[config.mk]
export PLATFORM = sky130hd
export DESIGN_NAME = robot_nav_fsm
export DESIGN_NICKNAME = d
export VERILOG_FILES = /design/src/rtl/robot_nav_fsm.sv
export SDC_FILE = /design/constraint.sdc
export NUM_CORES = 1
export LEC_CHECK = 0
export BUFFER_PORTS_ARGS = -buffer_cell sky130_fd_sc_hd__buf_2
export CORE_MARGIN = 2
export CORE_UTILIZATION = 30
export DETAILED_ROUTE_END_ITERATION = 10
export HOLD_SLACK_MARGIN = 0.06
export PLACE_DENSITY = 0.56
export SETUP_SLACK_MARGIN = 0.02
export SYNTH_ARGS = -nofsm -noshare
export SYNTH_HDL_FRONTEND = slang
export SYNTH_SLANG_ARGS = --single-unit
export TNS_END_PERCENT = 1
[constraint.sdc]
create_clock -name CLOCK_50 -period 4.3 [get_ports CLOCK_50]
set_input_delay 0 -clock CLOCK_50 [delete_from_list [all_inputs] [get_ports CLOCK_50]]
set_output_delay 0 -clock CLOCK_50 [all_outputs]
set_load 0.02 [all_outputs]
[src/rtl/robot_nav_fsm.sv]
`default_nettype none
// ============================================================================
// Module   : robot_nav_fsm
// Brief    : Bell-summoned target-chase controller with graded steering,
//            proximity debounce, lost-target hold-over and search timeout.
// Revision : 1.0
// ============================================================================
module robot_nav_fsm #(
    parameter int ZONES          = 3,
    parameter int PROX_CYCLES    = 4,
    parameter int LOST_HOLD      = 8,
    parameter int SEARCH_TIMEOUT = 50_000_000
) (
    input  logic                             CLOCK_50,
    input  logic                             reset,
    input  logic                             bell,
    input  logic                             proximity,
    input  logic                             button1,
    input  logic [ZONES-1:0]                 pixel_location,
    output logic [4:0]                       motor_state,
    output logic [$clog2(ZONES/2+1)-1:0]     turn_level,
    output logic                             overwrite,
    output logic                             search_timeout,
    output logic                             busy
);

    localparam int c_centre = ZONES / 2;
    localparam int c_tlw    = $clog2(c_centre + 1);
    localparam int c_iw     = $clog2(ZONES);
    localparam int c_pw     = $clog2(PROX_CYCLES + 1);
    localparam int c_lw     = $clog2(LOST_HOLD + 1);
    localparam int c_sw     = $clog2(SEARCH_TIMEOUT + 1);

    localparam logic [c_iw-1:0] c_centre_idx  = c_iw'(c_centre);
    localparam logic [c_pw-1:0] c_prox_full   = c_pw'(PROX_CYCLES);
    localparam logic [c_lw-1:0] c_lost_last   = c_lw'(LOST_HOLD - 1);
    localparam logic [c_sw-1:0] c_search_last = c_sw'(SEARCH_TIMEOUT - 1);

    localparam logic [4:0] c_mot_stop  = 5'b00001;
    localparam logic [4:0] c_mot_fwd   = 5'b00010;
    localparam logic [4:0] c_mot_right = 5'b00100;
    localparam logic [4:0] c_mot_left  = 5'b01000;
    localparam logic [4:0] c_mot_spin  = 5'b10000;

    typedef enum logic [2:0] {
        S_IDLE     = 3'd0,
        S_SEARCH   = 3'd1,
        S_TRACK    = 3'd2,
        S_STOP     = 3'd3,
        S_ARRIVED  = 3'd4,
        S_WAIT_ACK = 3'd5,
        S_RECALL   = 3'd6
    } state_t;

    state_t            r_state;
    state_t            w_next_state;
    logic [4:0]        r_motor,       w_next_motor;
    logic [c_tlw-1:0]  r_turn,        w_next_turn;
    logic              r_overwrite,   w_next_overwrite;
    logic              r_timeout,     w_next_timeout;
    logic [c_pw-1:0]   r_prox_cnt,    w_next_prox;
    logic [c_lw-1:0]   r_lost_cnt,    w_next_lost;
    logic [c_sw-1:0]   r_search_cnt,  w_next_search;
    logic              r_bell_q;
    logic              r_bell_seen;

    logic              w_bell_rise;
    logic              w_prox_f;
    logic              w_seen;
    logic              w_multi;
    logic              w_valid;
    logic [c_iw-1:0]   w_idx;
    logic [c_tlw-1:0]  w_turn;
    logic [4:0]        w_dir;

    // r_bell_seen suppresses a false edge when bell is already high as reset releases.
    assign w_bell_rise = bell & ~r_bell_q & r_bell_seen;
    assign w_prox_f    = (r_prox_cnt == c_prox_full);
    assign w_next_prox = !proximity ? '0 : (w_prox_f ? r_prox_cnt : r_prox_cnt + 1'b1);

    always_comb begin
        w_seen  = 1'b0;
        w_multi = 1'b0;
        w_idx   = '0;
        for (int i = 0; i < ZONES; i++) begin
            if (pixel_location[i]) begin
                if (w_seen) w_multi = 1'b1;
                w_seen = 1'b1;
                w_idx  = c_iw'(i);
            end
        end
        w_valid = w_seen & ~w_multi;
    end

    always_comb begin
        w_turn = '0;
        w_dir  = c_mot_fwd;
        if (w_idx > c_centre_idx) begin
            w_turn = c_tlw'(w_idx - c_centre_idx);
            w_dir  = c_mot_left;
        end else if (w_idx < c_centre_idx) begin
            w_turn = c_tlw'(c_centre_idx - w_idx);
            w_dir  = c_mot_right;
        end
    end

    always_comb begin
        w_next_state     = r_state;
        w_next_motor     = r_motor;
        w_next_turn      = r_turn;
        w_next_overwrite = r_overwrite;
        w_next_timeout   = 1'b0;
        w_next_lost      = '0;
        w_next_search    = '0;

        case (r_state)
            S_IDLE: begin
                if (w_bell_rise) w_next_state = S_SEARCH;
            end
            S_SEARCH: begin
                if (w_valid) begin
                    w_next_state = S_TRACK;
                end else if (r_search_cnt == c_search_last) begin
                    w_next_state   = S_IDLE;
                    w_next_timeout = 1'b1;
                end else begin
                    w_next_search = r_search_cnt + 1'b1;
                end
            end
            S_TRACK: begin
                if (w_prox_f) begin
                    w_next_state = S_STOP;
                end else if (!w_valid) begin
                    if (r_lost_cnt == c_lost_last) w_next_state = S_SEARCH;
                    else                           w_next_lost  = r_lost_cnt + 1'b1;
                end
            end
            S_STOP: begin
                if (!w_prox_f)                               w_next_state = S_SEARCH;
                else if (w_valid && w_idx == c_centre_idx)   w_next_state = S_ARRIVED;
            end
            S_ARRIVED: begin
                w_next_state     = S_WAIT_ACK;
                w_next_overwrite = 1'b0;
            end
            S_WAIT_ACK: begin
                if (button1)          w_next_state = S_IDLE;
                else if (w_bell_rise) w_next_state = S_RECALL;
            end
            S_RECALL: begin
                w_next_state = S_SEARCH;
            end
            default: begin
                w_next_state = S_IDLE;
            end
        endcase

        // Outputs follow the state being entered; an invalid frame in TRACK keeps the last steer.
        case (w_next_state)
            S_SEARCH: begin
                w_next_motor = c_mot_spin;
                w_next_turn  = '0;
            end
            S_TRACK: begin
                if (w_valid) begin
                    w_next_motor = w_dir;
                    w_next_turn  = w_turn;
                end
            end
            default: begin
                w_next_motor = c_mot_stop;
                w_next_turn  = '0;
            end
        endcase

        if (w_next_state == S_RECALL) w_next_overwrite = 1'b1;
    end

    always_ff @(posedge CLOCK_50 or posedge reset) begin
        if (reset) begin
            r_state      <= S_IDLE;
            r_motor      <= c_mot_stop;
            r_turn       <= '0;
            r_overwrite  <= 1'b0;
            r_timeout    <= 1'b0;
            r_prox_cnt   <= '0;
            r_lost_cnt   <= '0;
            r_search_cnt <= '0;
            r_bell_q     <= 1'b0;
            r_bell_seen  <= 1'b0;
        end else begin
            r_state      <= w_next_state;
            r_motor      <= w_next_motor;
            r_turn       <= w_next_turn;
            r_overwrite  <= w_next_overwrite;
            r_timeout    <= w_next_timeout;
            r_prox_cnt   <= w_next_prox;
            r_lost_cnt   <= w_next_lost;
            r_search_cnt <= w_next_search;
            r_bell_q     <= bell;
            r_bell_seen  <= 1'b1;
        end
    end

    assign motor_state    = r_motor;
    assign turn_level     = r_turn;
    assign overwrite      = r_overwrite;
    assign search_timeout = r_timeout;
    assign busy           = (r_state != S_IDLE);

endmodule
`default_nettype wire

==> results of run 1 <==
[flip-flops by register name, indices dropped and copies added, names as in the netlist]
signal	flops
r_search_cnt	26
motor_state	5
r_lost_cnt	4
r_prox_cnt	3
r_state	3
overwrite	1
r_bell_q	1
r_bell_seen	1
search_timeout	1
turn_level	1
[placed cells by master (no fill, tap or decap), types with 2 or more instances in the layout]
| cell | Yosys | layout |
|---|---|---|
| dfrtp_1 | 45 | 45 |
| nor2_1 | 32 | 32 |
| nand2_1 | 18 | 18 |
| buf_2 | 2 | 16 |
| xnor2_1 | 15 | 15 |
| nand3_1 | 12 | 12 |
| xor2_1 | 10 | 10 |
| nor3_1 | 10 | 10 |
| inv_1 | 10 | 9 |
| o21ai_0 | 9 | 9 |
| a21oi_1 | 7 | 7 |
| nand4_1 | 6 | 6 |
| clkbuf_8 | 0 | 6 |
| or3_1 | 5 | 5 |
| and2_1 | 5 | 5 |
| nor4_1 | 4 | 4 |
| ha_1 | 4 | 4 |
| dlygate4sd3_1 | 0 | 4 |
| and4_1 | 3 | 3 |
| o21a_1 | 3 | 3 |
| and3_1 | 3 | 3 |
| a211oi_1 | 2 | 2 |
| and3b_1 | 2 | 2 |
| and4b_1 | 2 | 2 |
| nand4b_1 | 2 | 2 |
| nor2b_1 | 2 | 2 |
| nand2b_1 | 2 | 2 |
| a21o_2 | 2 | 2 |
| bufinv_16 | 0 | 2 |
[power breakdown]
part           switching, mW  internal, mW  total [mW]
sequential            0.0356         0.471       0.506
clock                  0.143         0.248       0.391
combinational          0.156        0.0946       0.250
total                  0.335         0.813        1.15
[per-stage QoR]
stage | power (mW) | util [%]
detailed placement | 0.762 | 33.1
floorplan | 0.701 | -
global route | 1.21 | 35.4
CTS | 1.16 | 35.4
finish | 1.15 | 35.4
global placement | 0.759 | 33.1
[routing by layer]
| layer | global-route usage [%] | vias to the layer above | share of wire (%) |
|---|---|---|---|
| li1 | - | 886 | - |
| met1 | 15.5 | 838 | 47 |
| met2 | 19.5 | 22 | 48 |
| met3 | 2.90 | 5 | 3.5 |
| met4 | 3.92 | 0 | 1.1 |
| met5 | 0 | - | 0 |
[critical path, cell delays in order, from the launching register on]
cell      delay [ns]
dfrtp_1         0.41
ha_1            0.22
and4_1          0.27
nand4b_1        0.19
o21bai_4        0.59
nand4_1         0.30
nor3_1          0.26
[cells by family after synthesis]
group / Yosys count / synth area share, %
xor+xnor: 25 / 9.12
buf+inv: 17 / 3.75
fa+ha+maj: 4 / 2.08
compound gates: 33 / 9.80
simple gates: 116 / 26.7
flops: 46 / 48.0
other cells: 1 / 0.156
mux: 1 / 0.417
[path summary, 6_finish.rpt]
kind                       slack [ns]                         end
hold reg to reg                  0.47     r_lost_cnt[0]$_DFF_PP0_
setup reg to reg                 1.98      turn_level$_DFFE_PP0P_
max in group asynchronous        3.23  r_search_cnt[19]$_DFF_PP0_
min in group asynchronous        0.48    search_timeout$_DFF_PP0_
setup / recovery                 1.98      turn_level$_DFFE_PP0P_
hold / removal                   0.18  motor_state[2]$_DFFE_PP0P_
[layout make-up]
class,count,area (um2)
multi-input cells,180,1160
inverters,10,37.5
flip-flops and latches,46,1150
clock inverters,2,60.1
well taps,102,128
fillers,797,4990
repair buffers,20,120
clock buffers,6,82.6
[synth_stat cells (2+ instances only)]
cell type / instances / area (um2)
inv_1: 10 / 37.5
a211oi_1: 2 / 15.0
o21a_1: 3 / 22.5
a21o_2: 2 / 17.5
nand4b_1: 2 / 17.5
and4b_1: 2 / 20.0
nand2_1: 18 / 67.6
o21ai_0: 9 / 45.0
and2_1: 5 / 31.3
nor3_1: 10 / 50.1
a21oi_1: 7 / 35.0
and3_1: 3 / 18.8
dfrtp_1: 45 / 1130
ha_1: 4 / 50.1
xor2_1: 10 / 87.6
or3_1: 5 / 31.3
nor2_1: 32 / 120
and3b_1: 2 / 17.5
nor2b_1: 2 / 12.5
nand4_1: 6 / 37.5
buf_6: 2 / 22.5
nand3_1: 12 / 60.1
nand2b_1: 2 / 12.5
and4_1: 3 / 26.3
buf_4: 2 / 15.0
xnor2_1: 15 / 131
buf_2: 2 / 10.0
nor4_1: 4 / 25.0
==> reports/summary.json, run 1 <==
{
  "run_status": {
    "result_of_the_run": "completed"
  },
  "sta": {
    "grt_setup_unrepaired": "no",
    "post-route-worst-setup-slack_ns": 1.98,
    "worst_slew_margin_rel_pct": 36.1,
    "finalSetupViolations": 0,
    "finalMaxSlewViolations": 0,
    "hold_violations": 0,
    "post-route-period-util_pct": 54.0,
    "worst-slew-pin-transition_ns": 0.958,
    "fmax_ghz": 0.431,
    "final_period_minus_worst_setup_slack_ns": 2.32,
    "timing.setup.tns_ns": 0,
    "finalHoldWorstSlack_ns": 0.176,
    "worst_clock_skew_ns": 0.00504
  },
  "clock_tree": {
    "clock-root-buffer": "clkbuf_8",
    "cts.clk_slew.worst_paths_ns": 0.09,
    "post_cts.resized_instances": 0,
    "cts_hold_buffers": 4,
    "cts_max_path_buffers": 2,
    "clkSinkCount": 46,
    "tritoncts_clock_tree": "built",
    "setup_repair_bufs_after_cts": 0,
    "worstSkewPairLatency_ns": 0.29,
    "cts_buffers": 5,
    "htree_levels": 2
  },
  "placement": {
    "dp_worst_setup_slack_ns": 2.01,
    "area_of_placed_instances_mm2": 0.00256,
    "dpl.cell_count": 354,
    "io_buffer_count": 16,
    "hpwlAfterDp_mm": 3.30,
    "gp_congestion": 0.768
  },
  "final_layout": {
    "drive_gt1_share_pct": 13.3,
    "design.final.nets": 275,
    "areaGrowthSynthToFinish_pct": 14.1,
    "final_cell_area_mm2": 0.00274,
    "antenna_cells_inserted": 0,
    "finish.cell_count_without_fillers": 366
  },
  "logic_synthesis": {
    "synth_cell_type_count": 50,
    "syn_nets": 255,
    "synth_sequential_area_ratio_pct": 48.0,
    "number_of_warnings_issued_by_yosys": 0,
    "most_used_flip_flop_cell_after_synthesis": "dfrtp_1",
    "synthArstFlopShare_pct": 100,
    "ys_seq_elements": 46,
    "synth_edf_count": 0,
    "synth_cells": 243,
    "synth.cell_area_mm2": 0.00240,
    "synthesis.area_per_instance_um2": 9.88
  },
  "setup_path": {
    "critPathMaxFanout": 26,
    "required_ns": 4.50,
    "regToRegStartpoint": "r_search_cnt[0]$_DFF_PP0_",
    "critPathLaunch": "r_search_cnt[0]$_DFF_PP0_",
    "timing.critical_path.from_type": "flop",
    "path_class": "reg2reg",
    "critical_path_arrival_ns": 2.52,
    "r2r_cell_count": 6,
    "timing.critical_path.to_type": "flop"
  },
  "die": {
    "dieArea_mm2": 0.00873,
    "die_h_um": 93.5,
    "chipWidth_um": 93.5,
    "initial_utilization_pct": 31.1,
    "num_rows": 32,
    "coreArea_mm2": 0.00773,
    "pin_count": 17
  },
  "route": {
    "routedWlPerCell_um": 12.8,
    "postRouteWirelength_mm": 4.69,
    "dr.pass1.iters": 4,
    "detail-route-antenna-nets": 0,
    "drc": 0,
    "drt_first_iter_violations": 98,
    "post_drt_via_cell_ratio": 4.78,
    "dr_total_vias": 1751
  },
  "power": {
    "max-vdd-ir-drop_v": 0.000154,
    "power.density_cell_area_mw_per_mm2": 419,
    "power.static_leakage_nw": 1.16
  },
  "job": {
    "cap_violations": 0
  },
  "worst_hold_path": {
    "worstHoldPathCells": 4,
    "critical_hold_path_startpoint": "pixel_location[1]",
    "timing.hold.worst.class": "in2reg"
  },
  "global_routing": {
    "grt_remaining_overflow": 0,
    "grt_max_degree": 47,
    "global_route.usage.total_pct": 11.9,
    "grt_pass1_vias": 1741,
    "grt_antenna_before_repair": 0,
    "grt_first_pass_wirelength_mm": 8.31
  }
}
Power figures use the tool's default switching activity.
==> run 2, diff against run 1 <==
==> constraint.sdc (replaced) <==
create_clock -name CLOCK_50 -period 2.37 [get_ports CLOCK_50]
set_input_delay 0 -clock CLOCK_50 [delete_from_list [all_inputs] [get_ports CLOCK_50]]
set_output_delay 0 -clock CLOCK_50 [all_outputs]
set_load 0.02 [all_outputs]
==> run 2 against run 1 <==
  * Total power grew 70%
  * Utilization down 0.24 points
  * Hold slack lost 0.041 ns
  * Die area unchanged
  * Via count increased by 1.5%
  * Highest routed layer unchanged
  * Critical path depth grew 1
==> reports/summary.json, run 2 (synthesized netlist as in run 1, its figures left out) <==
{
  "run_status": {
    "result_of_the_run": {"value": "completed", "change": "unchanged"}
  },
  "sta": {
    "finalSetupViolations": {"value": 0, "change": "unchanged"},
    "worst_slew_margin_rel": {"value": 36.8, "unit": "%", "change": "was 36.1%"},
    "hold_violations": {"value": 0, "change": "unchanged"},
    "worst-slew-pin-transition": {"value": 0.947, "unit": "ns", "change": "was 0.958 ns"},
    "post-route-period-util": {"value": 84.9, "unit": "%", "change": "was 54.0%"},
    "finalHoldWorstSlack": {"value": 0.135, "unit": "ns", "change": "was 0.176 ns"},
    "final_period_minus_worst_setup_slack": {"value": 2.01, "unit": "ns", "change": "was 2.32 ns"},
    "timing.setup.tns": {"value": 0, "unit": "ns", "change": "unchanged"},
    "worst_clock_skew": {"value": 0.00745, "unit": "ns", "change": "was 0.00504 ns"},
    "fmax": {"value": 0.497, "unit": "GHz", "change": "was 0.431 GHz"},
    "finalMaxSlewViolations": {"value": 0, "change": "unchanged"},
    "post-route-worst-setup-slack": {"value": 0.358, "unit": "ns", "change": "was 1.98 ns"},
    "grt_setup_unrepaired": {"value": "no", "change": "unchanged"}
  },
  "setup_path": {
    "r2r_cell_count": {"value": 7, "change": "was 6"},
    "slowest_delay": {"value": 0.42, "unit": "ns", "change": "was 0.59 ns"},
    "timing.critical_path.from_type": {"value": "flop", "change": "unchanged"},
    "required": {"value": 2.59, "unit": "ns", "change": "was 4.50 ns"},
    "critical_path_arrival": {"value": 2.23, "unit": "ns", "change": "was 2.52 ns"},
    "worstPathCellList": {"value": "inv_1 -> ha_1 -> and2_1 -> nand2_1 -> a222oi_1 -> nand4_1 -> nor3_1", "change": "was ha_1 -> and4_1 -> nand4b_1 -> o21bai_4 -> nand4_1 -> nor3_1"},
    "timing.critical_path.to_type": {"value": "flop", "change": "unchanged"},
    "path_class": {"value": "reg2reg", "change": "unchanged"},
    "cell_with_the_biggest_individual_delay_on_the_critical_path": {"value": "dfrtp_1", "change": "was o21bai_4"},
    "critPathMaxFanout": {"value": 7, "change": "was 26"}
  },
  "final_layout": {
    "layout_commonest_cell": {"value": "dfrtp_1", "change": "unchanged"},
    "nFillCells": {"value": 765, "change": "was 797"},
    "drive_gt1_share": {"value": 13.9, "unit": "%", "change": "was 13.3%"},
    "multi_input_combinational_cell_area": {"value": 0.00116, "unit": "mm2", "change": "unchanged"},
    "design.final.nets": {"value": 277, "change": "was 275"},
    "final_cell_mix": {"value": "dfrtp_1, nor2_1, nand2_1", "change": "unchanged"},
    "max_flop_register": {"value": "r_search_cnt", "change": "unchanged"},
    "final_cell_area": {"value": 0.00272, "unit": "mm2", "change": "was 0.00274 mm2"},
    "largest_register_ffs": {"value": 26, "change": "unchanged"},
    "register_area": {"value": 0.00115, "unit": "mm2", "change": "unchanged"},
    "antenna_cells_inserted": {"value": 0, "change": "unchanged"},
    "areaGrowthSynthToFinish": {"value": 13.3, "unit": "%", "change": "was 14.1%"}
  },
  "power": {
    "cell_internal_pwr": {"value": 1.34, "unit": "mW", "change": "was 813 uW"},
    "power.share.sequential": {"value": 47.1, "unit": "%", "change": "was 44.1%"},
    "power_switching_share": {"value": 31.2, "unit": "%", "change": "was 29.2%"},
    "comb_power_share": {"value": 23.3, "unit": "%", "change": "was 21.8%"},
    "share_clk_of_total_power": {"value": 29.6, "unit": "%", "change": "was 34.1%"},
    "power.density_cell_area": {"value": 717, "unit": "mW/mm2", "change": "was 419 mW/mm2"},
    "net-switching-power": {"value": 608, "unit": "uW", "change": "was 335 uW"},
    "power.static_leakage": {"value": 1.16, "unit": "nW", "change": "about the same"},
    "max-vdd-ir-drop": {"value": 0.000336, "unit": "V", "change": "was 0.000154 V"}
  },
  "placement": {
    "area_of_placed_instances": {"value": 0.00257, "unit": "mm2", "change": "was 0.00256 mm2"},
    "hpwlAfterDp": {"value": 3.21, "unit": "mm", "change": "was 3.30 mm"},
    "dp_worst_setup_slack": {"value": 0.348, "unit": "ns", "change": "was 2.01 ns"},
    "io_buffer_count": {"value": 16, "change": "unchanged"},
    "gp_congestion": {"value": 0.751, "change": "was 0.768"}
  },
  "die": {
    "coreArea": {"value": 0.00773, "unit": "mm2", "change": "unchanged"},
    "initial_utilization": {"value": 31.1, "unit": "%", "change": "unchanged"},
    "dieArea": {"value": 0.00873, "unit": "mm2", "change": "unchanged"},
    "num_rows": {"value": 32, "change": "unchanged"},
    "chipWidth": {"value": 93.5, "unit": "um", "change": "unchanged"},
    "pin_count": {"value": 17, "change": "unchanged"},
    "die_h": {"value": 93.5, "unit": "um", "change": "unchanged"}
  },
  "clock_tree": {
    "cts_buffers": {"value": 5, "change": "unchanged"},
    "clock-root-buffer": {"value": "clkbuf_8", "change": "unchanged"},
    "htree_levels": {"value": 2, "change": "unchanged"},
    "post_cts.resized_instances": {"value": 0, "change": "unchanged"},
    "tritoncts_clock_tree": {"value": "built", "change": "unchanged"},
    "cts.clk_slew.worst_paths": {"value": 0.09, "unit": "ns", "change": "about the same"},
    "clkSinkCount": {"value": 46, "change": "unchanged"},
    "cts_max_path_buffers": {"value": 2, "change": "unchanged"},
    "worstSkewPairLatency": {"value": 0.30, "unit": "ns", "change": "was 0.29 ns"}
  },
  "job": {
    "cap_violations": {"value": 0, "change": "unchanged"}
  },
  "global_routing": {
    "grt_remaining_overflow": {"value": 0, "change": "unchanged"},
    "grt_max_degree": {"value": 47, "change": "unchanged"},
    "global_route.usage.total": {"value": 11.4, "unit": "%", "change": "was 11.9%"},
    "grt_first_pass_wirelength": {"value": 7.89, "unit": "mm", "change": "was 8.31 mm"},
    "grt_pass1_vias": {"value": 1731, "change": "was 1,741"},
    "grt_antenna_before_repair": {"value": 0, "change": "unchanged"}
  },
  "route": {
    "dr.pass1.iters": {"value": 4, "change": "unchanged"},
    "dr_total_vias": {"value": 1777, "change": "was 1,751"},
    "post_drt_via_cell_ratio": {"value": 4.83, "change": "was 4.78"},
    "postRouteWirelength": {"value": 4.46, "unit": "mm", "change": "was 4.69 mm"},
    "drc": {"value": 0, "change": "unchanged"},
    "drt_first_iter_violations": {"value": 89, "change": "was 98"},
    "detail-route-antenna-nets": {"value": 0, "change": "unchanged"},
    "routedWlPerCell": {"value": 12.1, "unit": "um", "change": "was 12.8 um"}
  },
  "worst_hold_path": {
    "worstHoldPathCells": {"value": 4, "change": "unchanged"},
    "timing.hold.worst.class": {"value": "in2reg", "change": "unchanged"}
  }
}
-- run 2: cell count changes in the layout (fill, tap and decap cells not counted), sizes merged --
cell / change
clkinv: +2
bufinv: -1
clkbuf: -1
buf: +2
-- run 2: power groups by stage --
| stage | Sequential (mW) | Combinational (mW) | Clock, mW |
|---|---|---|---|
| global placement | 0.931 | 0.457 | 0 |
| detailed placement | 0.934 | 0.457 | 0 |
| finish | 0.918 | 0.455 | 0.577 |
| CTS | 0.919 | 0.464 | 0.602 |
| global route | 0.930 | 0.514 | 0.630 |
| floorplan | 0.938 | 0.334 | 0 |
-- run 2: area by class of cell --
class	count	area share, %
multi-input combinational	180	42.6
sequential	46	42.4
timing repair buffer	22	4.97
tap	102	4.69
clock buffer	5	2.53
clock inverter	3	1.47
inverter	10	1.38
-- run 2: stage by stage --
step | util [%] | instances | total power [mW]
3_5_place_dp | 33.3 | 356 | 1.39
6_report | 35.2 | 368 | 1.95
4_1_cts | 35.2 | 368 | 1.98
5_1_grt | 35.2 | 368 | 2.07
2_1_floorplan | - | 243 | 1.27
3_3_place_gp | 33.3 | 356 | 1.39
-- run 2: critical path, delay by kind of cell (launching register included) --
family	cells	cell delay, ns
AOI/OAI and AO/OA	1	0.41
adders and majority gates	1	0.17
buffers and inverters	1	0.07
DFF	1	0.42
and+or+nand+nor	4	0.87
-- run 2: timing repair --
item                                   CTS  global route
hold buffers                             4             0
buffers inserted                         0             0
endpoints found under the hold margin   50             0
-- run 2: worst paths after layout --
| check | from | to | slack (ns) |
|---|---|---|---|
| min in group asynchronous | reset | r_search_cnt[15]$_DFF_PP0_ | 0.48 |
| max in group asynchronous | reset | r_search_cnt[13]$_DFF_PP0_ | 1.31 |
| worst min-delay path | pixel_location[1] | motor_state[2]$_DFFE_PP0P_ | 0.13 |
| worst max register to register | r_prox_cnt[0]$_DFFE_PP0P_ | motor_state[3]$_DFFE_PP0P_ | 0.36 |
| worst max-delay path | r_prox_cnt[0]$_DFFE_PP0P_ | motor_state[3]$_DFFE_PP0P_ | 0.36 |
| worst min register to register | r_lost_cnt[0]$_DFF_PP0_ | r_lost_cnt[0]$_DFF_PP0_ | 0.46 |
-- run 2: layer usage --
| metal | up-vias | global-route usage [%] | part of all wire, % |
|---|---|---|---|
| met5 | - | 0 | 0 |
| met4 | 0 | 4.04 | 1.4 |
| met3 | 7 | 2.74 | 3.3 |
| met2 | 21 | 18.0 | 46 |
| met1 | 850 | 15.1 | 49 |
| li1 | 899 | - | - |
==> run 3, diff against run 2 <==
--- a/config.mk
+++ b/config.mk
@@ -10,7 +10,7 @@
 export CORE_UTILIZATION = 30
 export DETAILED_ROUTE_END_ITERATION = 10
 export HOLD_SLACK_MARGIN = 0.06
-export PLACE_DENSITY = 0.56
+export PLACE_DENSITY = 0.58
 export SETUP_SLACK_MARGIN = 0.02
 export SYNTH_ARGS = -nofsm -noshare
 export SYNTH_HDL_FRONTEND = slang
==> constraint.sdc (replaced) <==
create_clock -name CLOCK_50 -period 1.69 [get_ports CLOCK_50]
set_input_delay 0 -clock CLOCK_50 [delete_from_list [all_inputs] [get_ports CLOCK_50]]
set_output_delay 0 -clock CLOCK_50 [all_outputs]
set_load 0.02 [all_outputs]
==> run 3 against run 2 <==
  * The flow now finishes with violations (setup timing)
  * Combinational power increased by 72%
  * Clock power is 15% higher
  * Setup slack worse by 0.43 ns
  * Design area rose by 9.8%
  * Utilization increased by 3.4 points
  * Hold slack better by 0.022 ns
  * Non-clock buffer count is 31 higher
  * Final cell count grew 8.4%
  * Critical path type unchanged
  * Via count increased by 4.7%
  * Critical endpoint is now motor_state[4]$_DFFE_PP0P_
  * Clock skew increased by 0.0078 ns
  * Flip-flop and latch count did not move
  * Largest power group unchanged
  * First-iteration DRC count shrank 9.0%
==> reports/summary.json, run 3 (synthesized netlist as in run 1, its figures left out) <==
{
  "route": {
    "dr_total_vias": {"value": 1860, "change": "was 1,777"},
    "route.met2.wl": {"value": 2.18, "unit": "mm", "change": "was 2.06 mm"},
    "top_layer": {"value": "met4", "change": "unchanged"},
    "route.layer.met1.wl": {"value": 2.40, "unit": "mm", "change": "was 2.18 mm"},
    "drc": {"value": 0, "change": "unchanged"},
    "dr.pass1.iters": {"value": 5, "change": "was 4"},
    "routedWlPerCell": {"value": 12.0, "unit": "um", "change": "was 12.1 um"},
    "met3_length": {"value": 152, "unit": "um", "change": "was 146 um"},
    "postRouteWirelength": {"value": 4.80, "unit": "mm", "change": "was 4.46 mm"},
    "drt_first_iter_violations": {"value": 81, "change": "was 89"},
    "post_drt_via_cell_ratio": {"value": 4.66, "change": "was 4.83"},
    "detail-route-antenna-nets": {"value": 0, "change": "unchanged"}
  },
  "final_layout": {
    "largest_register_ffs": {"value": 26, "change": "unchanged"},
    "drive_gt1_share": {"value": 26.6, "unit": "%", "change": "was 13.9%"},
    "areaGrowthSynthToFinish": {"value": 24.4, "unit": "%", "change": "was 13.3%"},
    "max_flop_register": {"value": "r_search_cnt", "change": "unchanged"},
    "antenna_cells_inserted": {"value": 0, "change": "unchanged"},
    "final_cell_mix": {"value": "dfrtp_1, buf_4, nor2_1", "change": "was dfrtp_1, nor2_1, nand2_1"},
    "fin_util": {"value": 38.6, "unit": "%", "change": "was 35.2%"},
    "finish.cell_count_without_fillers": {"value": 399, "change": "was 368"},
    "layout_commonest_cell": {"value": "dfrtp_1", "change": "unchanged"},
    "design.final.nets": {"value": 308, "change": "was 277"}
  },
  "die": {
    "chipWidth": {"value": 93.5, "unit": "um", "change": "unchanged"},
    "die_h": {"value": 93.5, "unit": "um", "change": "unchanged"},
    "pin_count": {"value": 17, "change": "unchanged"},
    "initial_utilization": {"value": 31.1, "unit": "%", "change": "unchanged"},
    "num_rows": {"value": 32, "change": "unchanged"},
    "coreArea": {"value": 0.00773, "unit": "mm2", "change": "unchanged"},
    "dieArea": {"value": 0.00873, "unit": "mm2", "change": "unchanged"}
  },
  "sta": {
    "finalSetupViolations": {"value": 7, "change": "was 0"},
    "final_period_minus_worst_setup_slack": {"value": 1.77, "unit": "ns", "change": "was 2.01 ns"},
    "post-route-worst-setup-slack": {"value": -0.0762, "unit": "ns", "change": "was 0.358 ns"},
    "timing.setup.tns": {"value": -0.334, "unit": "ns", "change": "was 0 ns"},
    "fmax": {"value": 0.566, "unit": "GHz", "change": "was 0.497 GHz"},
    "post-route-period-util": {"value": 105, "unit": "%", "change": "was 84.9%"},
    "worst_slew_margin_rel": {"value": 58.6, "unit": "%", "change": "was 36.8%"},
    "worst_clock_skew": {"value": 0.0152, "unit": "ns", "change": "was 0.00745 ns"},
    "worst-slew-pin-transition": {"value": 0.621, "unit": "ns", "change": "was 0.947 ns"},
    "grt_setup_unrepaired": {"value": "yes", "change": "was no"},
    "finalHoldWorstSlack": {"value": 0.157, "unit": "ns", "change": "was 0.135 ns"},
    "hold_violations": {"value": 0, "change": "unchanged"},
    "finalMaxSlewViolations": {"value": 0, "change": "unchanged"}
  },
  "worst_hold_path": {
    "critical_hold_path_startpoint": {"value": "pixel_location[1]", "change": "unchanged"},
    "worstHoldPathCells": {"value": 4, "change": "unchanged"},
    "timing.hold.worst.class": {"value": "in2reg", "change": "unchanged"},
    "hold_end": {"value": "motor_state[3]$_DFFE_PP0P_", "change": "was motor_state[2]$_DFFE_PP0P_"}
  },
  "power": {
    "power.density_cell_area": {"value": 908, "unit": "mW/mm2", "change": "was 717 mW/mm2"},
    "comb_power_share": {"value": 28.9, "unit": "%", "change": "was 23.3%"},
    "cell_internal_pwr": {"value": 1.85, "unit": "mW", "change": "was 1.34 mW"},
    "power.static_leakage": {"value": 1.32, "unit": "nW", "change": "was 1.16 nW"},
    "power.share.sequential": {"value": 46.7, "unit": "%", "change": "was 47.1%"},
    "share_clk_of_total_power": {"value": 24.4, "unit": "%", "change": "was 29.6%"},
    "max-vdd-ir-drop": {"value": 0.000369, "unit": "V", "change": "was 0.000336 V"},
    "power_switching_share": {"value": 31.8, "unit": "%", "change": "was 31.2%"},
    "net-switching-power": {"value": 863, "unit": "uW", "change": "was 608 uW"}
  },
  "setup_path": {
    "slowest_delay": {"value": 0.40, "unit": "ns", "change": "was 0.42 ns"},
    "reg2reg_setup_slack": {"value": -0.08, "unit": "ns", "change": "was 0.36 ns"},
    "critical_path_arrival": {"value": 1.96, "unit": "ns", "change": "was 2.23 ns"},
    "critPathMaxFanout": {"value": 5, "change": "was 7"},
    "worstPathCellList": {"value": "inv_1 -> ha_2 -> and2_4 -> nand2_2 -> a222oi_1 -> nand3_1 -> a32o_1", "change": "was inv_1 -> ha_1 -> and2_1 -> nand2_1 -> a222oi_1 -> nand4_1 -> nor3_1"},
    "cell_with_the_biggest_individual_delay_on_the_critical_path": {"value": "dfrtp_1", "change": "unchanged"},
    "crit_family": {"value": "compound AO/OA/AOI/OAI gates", "change": "was simple AND/OR/NAND/NOR gates"},
    "regToRegStartpoint": {"value": "r_prox_cnt[1]$_DFFE_PP0P_", "change": "was r_prox_cnt[0]$_DFFE_PP0P_"},
    "regToRegEndpoint": {"value": "motor_state[4]$_DFFE_PP0P_", "change": "was motor_state[3]$_DFFE_PP0P_"},
    "required": {"value": 1.89, "unit": "ns", "change": "was 2.59 ns"},
    "crit_buf_inv": {"value": 1, "change": "unchanged"},
    "timing.critical_path.to_type": {"value": "flop", "change": "unchanged"},
    "path_class": {"value": "reg2reg", "change": "unchanged"},
    "r2r_cell_count": {"value": 7, "change": "unchanged"},
    "timing.critical_path.from_type": {"value": "flop", "change": "unchanged"}
  },
  "global_routing": {
    "grt_remaining_overflow": {"value": 0, "change": "unchanged"},
    "grt_pass1_vias": {"value": 1836, "change": "was 1,731"},
    "grt_first_pass_wirelength": {"value": 8.38, "unit": "mm", "change": "was 7.89 mm"},
    "grt_antenna_before_repair": {"value": 0, "change": "unchanged"},
    "grt_max_degree": {"value": 31, "change": "was 47"},
    "global_route.usage.total": {"value": 12.3, "unit": "%", "change": "was 11.4%"}
  },
  "clock_tree": {
    "clock-root-buffer": {"value": "clkbuf_8", "change": "unchanged"},
    "worstSkewPairLatency": {"value": 0.30, "unit": "ns", "change": "about the same"},
    "cts.clk_slew.worst_paths": {"value": 0.09, "unit": "ns", "change": "about the same"},
    "tritoncts_clock_tree": {"value": "built", "change": "unchanged"},
    "cts_buffers": {"value": 5, "change": "unchanged"},
    "cts_max_path_buffers": {"value": 2, "change": "unchanged"},
    "htree_levels": {"value": 2, "change": "unchanged"},
    "clkSinkCount": {"value": 46, "change": "unchanged"}
  },
  "placement": {
    "gp_congestion": {"value": 0.833, "change": "was 0.751"},
    "hpwlAfterDp": {"value": 3.63, "unit": "mm", "change": "was 3.21 mm"},
    "io_buffer_count": {"value": 16, "change": "unchanged"},
    "dpl.cell_count": {"value": 386, "change": "was 356"}
  },
  "run_status": {
    "violations": "setup timing",
    "result_of_the_run": {"value": "finished with violations", "change": "was completed"}
  },
  "job": {
    "cap_violations": {"value": 0, "change": "unchanged"}
  }
}
[run 3: changes by cell type in the layout (fill, tap and decap cells not counted), moves of 2 or more]
cell and change:
buf_4 +30, and2_1 -2, and2_4 +2, and4_1 -2, and4_4 +2, nor2_1 -2
nor2_2 +2
[run 3: stage by stage]
stage                     worst slack (ns)  cell area, um2  total power, mW
after floorplan                    -0.0769            2410             1.79
after global placement             -0.0292            2800             2.03
after detailed placement           -0.0737            2800             2.04
after CTS                          -0.0823            2940             2.71
after global routing                -0.164            2990             2.89
final                              -0.0762            2990             2.71
[run 3: layer usage]
layer | global-route usage, % | vias up
met1 | 16.7 | 869
met2 | 18.9 | 24
met4 | 5.02 | 0
li1 | - | 959
met5 | 0 | -
met3 | 2.82 | 8
[run 3: power groups by stage]
stage	Combinational (mW)	Clock [mW]	Sequential, mW
after floorplan	0.473	0	1.32
after global placement	0.741	0	1.29
after detailed placement	0.749	0	1.29
after CTS	0.758	0.685	1.27
after global routing	0.861	0.743	1.28
final	0.783	0.662	1.27
[run 3: worst min-delay path, cell delays in order]
cell	delay (ns)
buf_2	0.16
nor3_1	0.07
a21oi_1	0.12
nor3_1	0.06
[run 3: layout make-up]
cell class | count | area, um2
clock inverter | 2 | 13.8
timing repair buffer | 53 | 372
multi-input combinational | 180 | 1210
fill | 762 | 4740
sequential | 46 | 1150
inverter | 10 | 37.5
clock buffer | 6 | 72.6
tap | 102 | 128
[run 3: worst max path at each step]
| stage | start | to | slack, ns | depth (start not counted) |
|---|---|---|---|---|
| after floorplan | r_prox_cnt[0]$_DFFE_PP0P_ | motor_state[4]$_DFFE_PP0P_ | -0.08 | 8 |
| after global placement | r_state[0]$_DFF_PP0_ | motor_state[0]$_DFFE_PP1P_ | -0.03 | 5 |
| after detailed placement | r_prox_cnt[1]$_DFFE_PP0P_ | motor_state[2]$_DFFE_PP0P_ | -0.07 | 8 |
| after CTS | r_prox_cnt[1]$_DFFE_PP0P_ | motor_state[2]$_DFFE_PP0P_ | -0.08 | 7 |
| after global routing | r_prox_cnt[1]$_DFFE_PP0P_ | motor_state[4]$_DFFE_PP0P_ | -0.16 | 7 |
| final | r_prox_cnt[1]$_DFFE_PP0P_ | motor_state[4]$_DFFE_PP0P_ | -0.08 | 7 |
[run 3: what timing repair did]
item                                    in CTS  in global routing
hold endpoints to repair                    32                  0
pin swaps                                    2                  2
hold buffers                                 4                  0
setup buffers                                0                  1
endpoints found under the setup margin      14                 32
resized for setup                            3                 11
